### src/rtl/m_share_gen.sv
// Boolean masking front end: splits two operands into two-share form using
// masks drawn from a 16-bit Galois LFSR, with reseed, warm-up and a transaction counter.
module m_share_gen #(
    parameter int unsigned WIDTH  = 4,
    parameter logic [15:0] SEED   = 16'hACE1,
    parameter int unsigned WARMUP = 8
) (
    input  logic             clk,
    input  logic             rst,
    input  logic             in_valid,
    output logic             in_ready,
    input  logic [WIDTH-1:0] a,
    input  logic [WIDTH-1:0] b,
    input  logic             seed_load,
    input  logic [15:0]      seed,
    output logic             out_valid,
    input  logic             out_ready,
    output logic [WIDTH-1:0] a0,
    output logic [WIDTH-1:0] a1,
    output logic [WIDTH-1:0] b0,
    output logic [WIDTH-1:0] b1,
    output logic             busy,
    output logic [15:0]      tx_count
);

    typedef enum logic {
        ST_WARM,
        ST_RUN
    } state_t;

    localparam logic [7:0]  L_WARMUP = 8'(WARMUP);
    localparam logic [15:0] L_TAPS   = 16'hB400;
    localparam state_t      L_START  = (WARMUP == 0) ? ST_RUN : ST_WARM;

    state_t           r_state;
    state_t           w_state_nxt;
    logic [7:0]       r_warm_cnt;
    logic [7:0]       w_warm_cnt_nxt;

    logic [15:0]      r_lfsr;
    logic [15:0]      w_lfsr_nxt;
    logic [15:0]      w_lfsr_step;
    logic [15:0]      w_seed_eff;

    logic             r_out_valid;
    logic [WIDTH-1:0] r_a0;
    logic [WIDTH-1:0] r_a1;
    logic [WIDTH-1:0] r_b0;
    logic [WIDTH-1:0] r_b1;
    logic [15:0]      r_tx_count;

    logic             w_in_ready;
    logic             w_busy;
    logic             w_accept;
    logic [WIDTH-1:0] w_mask_a;
    logic [WIDTH-1:0] w_mask_b;

    // State register
    always_ff @(posedge clk) begin
        if (rst) begin
            r_state    <= L_START;
            r_warm_cnt <= L_WARMUP;
        end else begin
            r_state    <= w_state_nxt;
            r_warm_cnt <= w_warm_cnt_nxt;
        end
    end

    // Next-state logic; WARM leaves on the edge where the counter reaches 0,
    // so in_ready first rises exactly WARMUP cycles after reset or reseed.
    always_comb begin
        w_state_nxt    = r_state;
        w_warm_cnt_nxt = r_warm_cnt;
        if (seed_load) begin
            w_state_nxt    = L_START;
            w_warm_cnt_nxt = L_WARMUP;
        end else if (r_state == ST_WARM) begin
            if (r_warm_cnt <= 8'd1) begin
                w_state_nxt    = ST_RUN;
                w_warm_cnt_nxt = '0;
            end else begin
                w_warm_cnt_nxt = r_warm_cnt - 8'd1;
            end
        end
    end

    // Output logic
    always_comb begin
        w_busy     = (r_state == ST_WARM);
        w_in_ready = (r_state == ST_RUN) && !seed_load && (!r_out_valid || out_ready);
        w_accept   = in_valid && w_in_ready;
    end

    assign w_lfsr_step = {1'b0, r_lfsr[15:1]} ^ (r_lfsr[0] ? L_TAPS : '0);
    assign w_seed_eff  = (seed == '0) ? SEED : seed;
    assign w_mask_a    = r_lfsr[WIDTH-1:0];
    assign w_mask_b    = r_lfsr[2*WIDTH-1:WIDTH];

    always_comb begin
        w_lfsr_nxt = r_lfsr;
        if (seed_load) begin
            w_lfsr_nxt = w_seed_eff;
        end else if (w_busy || w_accept) begin
            w_lfsr_nxt = w_lfsr_step;
        end
    end

    always_ff @(posedge clk) begin
        if (rst) begin
            r_lfsr      <= SEED;
            r_out_valid <= 1'b0;
            r_a0        <= '0;
            r_a1        <= '0;
            r_b0        <= '0;
            r_b1        <= '0;
            r_tx_count  <= '0;
        end else begin
            r_lfsr <= w_lfsr_nxt;
            if (w_accept) begin
                r_a0        <= a ^ w_mask_a;
                r_a1        <= w_mask_a;
                r_b0        <= b ^ w_mask_b;
                r_b1        <= w_mask_b;
                r_out_valid <= 1'b1;
                r_tx_count  <= r_tx_count + 16'd1;
            end else if (out_ready) begin
                r_out_valid <= 1'b0;
            end
        end
    end

    assign in_ready  = w_in_ready;
    assign busy      = w_busy;
    assign out_valid = r_out_valid;
    assign a0        = r_a0;
    assign a1        = r_a1;
    assign b0        = r_b0;
    assign b1        = r_b1;
    assign tx_count  = r_tx_count;

endmodule
### config.mk
export PLATFORM = sky130hd
export DESIGN_NAME = m_share_gen
export DESIGN_NICKNAME = d
export VERILOG_FILES = /design/src/rtl/m_share_gen.sv
export SDC_FILE = /design/constraint.sdc
export NUM_CORES = 1
export LEC_CHECK = 0
export CORE_AREA = 4 4 107 79
export DETAILED_ROUTE_END_ITERATION = 10
export DIE_AREA = 0 0 111 83
export SYNTH_ARGS = -nofsm -noshare
export SYNTH_HDL_FRONTEND = slang
export SYNTH_SLANG_ARGS = --single-unit
### constraint.sdc
create_clock -name clk -period 2.4 [get_ports clk]
set_input_delay 0.72 -clock clk [delete_from_list [all_inputs] [get_ports clk]]
set_output_delay 0.72 -clock clk [all_outputs]
set_load 0.01 [all_outputs]
==> results.json <==
{
  "crit_family": "buffers and inverters",
  "tightest_slew_ns": 0.547,
  "ys_types": 37,
  "final.setup_skew_ns": 0.00538,
  "swShare_pct": 22.3,
  "muxShareOfSynthArea_pct": 2.75,
  "dp_hpwl_mm": 4.63,
  "r2r_cells": 4,
  "final_net_count": 407,
  "synthesis.instances": 292,
  "nFillCells": 740,
  "firstDrtPassIters": 4,
  "dieArea_sq_mm": 0.00921,
  "r2r_slack_ns": 0.54,
  "async_flop_share_pct": 0,
  "antenna_left": 0,
  "fin_crit_sh_pct": 98.0,
  "status": "finished, final reports clean",
  "cp.arrival_ns": 1.63,
  "r2r_end": "tx_count[11]",
  "setup_viol": 0,
  "synth_top_area_cell": "dfxtp_1",
  "synth_top_cell_area_share_pct": 45.6,
  "place.gp.congestion": 0.829,
  "r2r_start": "tx_count[3]",
  "synthXorXnorAreaFrac_pct": 7.57,
  "rsz0062_at_grt": "no",
  "grt_overflow_total": 0,
  "cts-root-buf": "clkbuf_8",
  "synth_area_per_cell_sq_um": 8.72,
  "start_kind": "primary input",
  "port_buffers": 63,
  "slew_headroom_pct": 63.5,
  "ys_top_cells_by_count": "dfxtp_1 (58), a21oi_1 (30), nor2_1 (30), nand2_1 (26)",
  "intPower_uw": 1720,
  "yosys_warnings": 0,
  "seq_power_share_pct": 46.6,
  "crit_fanout": 2,
  "ioPinCount": 64,
  "path_cells": "clkdlybuf4s50_1, nand2b_1, nor2_1, buf_2",
  "synth_edf_count": 0,
  "ir_drop_uv": 300,
  "synth_top_family_by_area": "simple AND/OR/NAND/NOR gates",
  "path_class": "primary input to primary output",
  "synth_compound_area_share_pct": 19.4,
  "multi_input_area_sq_mm": 0.00130,
  "wl_per_cell_um": 13.3,
  "vias": 2351,
  "clock_latency_ns": 0.32,
  "area_growth_pct": 43.8,
  "ys_ff_latch": 58,
  "clkSinkCount": 58,
  "synth_fa_ha_area_share_pct": 1.47,
  "grt_max_degree": 31,
  "p_clk_share_pct": 43.2,
  "finalInstanceArea_sq_mm": 0.00366,
  "numCtsBuffers": 9,
  "netSwitchingPower_uw": 492,
  "drt_iter0_drc": 110,
  "hold_viol": 0,
  "drcViolationCount": 0,
  "power_frac_comb_pct": 10.2,
  "postCtsSetupRepairBufs": 0,
  "crit_path_top_delay_cell": "clkdlybuf4s50_1",
  "grt_pass1_wl_mm": 10.9,
  "cts_tree": "yes",
  "ys_seq_area_share_pct": 45.6,
  "core_sq_mm": 0.00753,
  "synth-simple-area-share_pct": 19.5,
  "place_area_sq_mm": 0.00344,
  "critical_path.max_stage_delay_ns": 0.43,
  "synth_area_sq_mm": 0.00255,
  "grt_pass1_vias": 2268,
  "min-delay-start": "a1[1]",
  "ctsHoldBuffers": 0,
  "max_freq_ghz": 0.425,
  "min_path_type": "register to register",
  "clock_path_buffers": 2,
  "stdcell_count": 481,
  "register_area_sq_mm": 0.00116,
  "die_w_um": 111,
  "p_leak_uw": 0.00131,
  "end_kind": "primary output",
  "slew_violations": 0,
  "antenna_found_initial": 0,
  "core.rowCount": 27,
  "die_h_um": 83,
  "grt_usage_pct": 14.4,
  "path_clk_slew_ns": 0.06,
  "antenna_cells": 0,
  "holdPathEnd": "a1[1]",
  "htree_levels": 3,
  "ys_top_cells_by_area": "dfxtp_1 (46%), a21oi_1 (5.9%), xnor2_1 (5.2%), a211oi_1 (4.4%), nor2_1 (4.4%)",
  "wl_mm": 6.42,
  "start_util_pct": 33.8,
  "syn_nets": 324,
  "place_inst": 465,
  "viasPerCell": 4.89,
  "p_per_area_mw_per_mm2": 604,
  "drive_gt1_share_pct": 12.6,
  "worstHoldPathCells": 2,
  "crit_buf_inv": 2,
  "synth_flop_cell": "dfxtp_1",
  "fin_crit_ns": 2.35,
  "crit_required_ns": 1.68,
  "synth_most_common_cell": "dfxtp_1",
  "drv_cap": 0
}
layer usage:
metal | vias up | wire (um) | GRT usage, %
li1 | 1218 | - | -
met1 | 1071 | 3410 | 20.2
met2 | 55 | 2600 | 20.9
met3 | 7 | 340 | 4.73
met4 | 0 | 58 | 4.03
met5 | - | 0 | 0
worst register-to-register path: stages, from the launching register on:
cell	delay [ns]
dfxtp_1	0.45
and4_1	0.30
nand4_1	0.37
or4_1	0.53
a21oi_1	0.14
cell usage in the layout (no fill, tap or decap), types with 2 or more instances in the layout:
| cell | count |
|---|---|
| or4_1 | 10 |
| nor4b_1 | 2 |
| o31ai_1 | 7 |
| o21ai_1 | 8 |
| buf_4 | 26 |
| nor2_1 | 30 |
| nand4_1 | 5 |
| o21ai_0 | 6 |
| dfxtp_1 | 58 |
| clkbuf_8 | 13 |
| nor4_1 | 4 |
| a21oi_1 | 30 |
| mux2i_1 | 7 |
| or3_1 | 4 |
| and2_1 | 2 |
| xor2_1 | 7 |
| nand2_1 | 26 |
| ha_1 | 3 |
| clkbuf_1 | 2 |
| buf_2 | 2 |
| inv_1 | 6 |
| xnor2_1 | 15 |
| nand3_1 | 5 |
| nand2b_1 | 2 |
| clkdlybuf4s50_1 | 61 |
| a211oi_1 | 15 |
| o22ai_1 | 8 |
cells by family after synthesis:
group | count (synthesis)
flops | 58
buf+inv | 24
simple gates | 99
xor+xnor | 22
mux | 7
compound gates | 79
fa+ha+maj | 3
power groups by stage:
stage / logic (uW) / registers, uW / clock network (uW)
6_report: 226 / 1030 / 956
3_5_place_dp: 226 / 1050 / 0
3_3_place_gp: 224 / 1050 / 0
5_1_grt: 251 / 1030 / 1040
4_1_cts: 227 / 1030 / 988
2_1_floorplan: 127 / 1040 / 0
final cells by class:
class                      count  share of cell area, %
multi-input combinational    210                   35.5
sequential                    58                   31.7
timing repair buffer          90                   22.8
inverter                       6                  0.615
tap                          101                   3.45
clock buffer                  15                   5.09
clock inverter                 1                  0.820
flip-flops by register name (all words and copies together), names as in the netlist:
| register | flops |
|---|---|
| a0 | 4 |
| b1 | 4 |
| b0 | 4 |
| r_lfsr | 16 |
| tx_count | 16 |
| r_state | 1 |
| out_valid | 1 |
| a1 | 4 |
| r_warm_cnt | 8 |
per-stage QoR:
| stage | util, % | setup WS [ns] | power (uW) | hold slack, ns | TNS [ns] |
|---|---|---|---|---|---|
| 6_report | 48.6 | 0.0472 | 2210 | 0.460 | 0 |
| 3_3_place_gp | 45.7 | -0.348 | 1270 | 0.441 | -3.42 |
| 4_1_cts | 48.5 | 0.0415 | 2240 | 0.466 | 0 |
| 5_1_grt | 48.6 | 0.00377 | 2320 | 0.492 | 0 |
| 3_5_place_dp | 45.7 | -0.353 | 1280 | 0.457 | -4.13 |
| 2_1_floorplan | - | 0.287 | 1170 | 0.432 | 0 |
how the worst max path moves through the flow:
stage,start,endpoint,depth (start not counted),slack (ns)
after floorplan,seed[8],r_lfsr[0],4,0.29
final,seed_load,in_ready,4,0.05
after detailed placement,seed_load,in_ready,4,-0.35
after CTS,seed_load,in_ready,4,0.04
after global routing,seed_load,in_ready,4,0.004
after global placement,seed_load,in_ready,4,-0.35
repair_timing:
| item | CTS | global route |
|---|---|---|
| pin swaps | 1 | 0 |
| resized for setup | 5 | 1 |
| endpoints found under the setup margin | 1 | 4 |
Note: power is estimated with default switching activity, not from simulation.
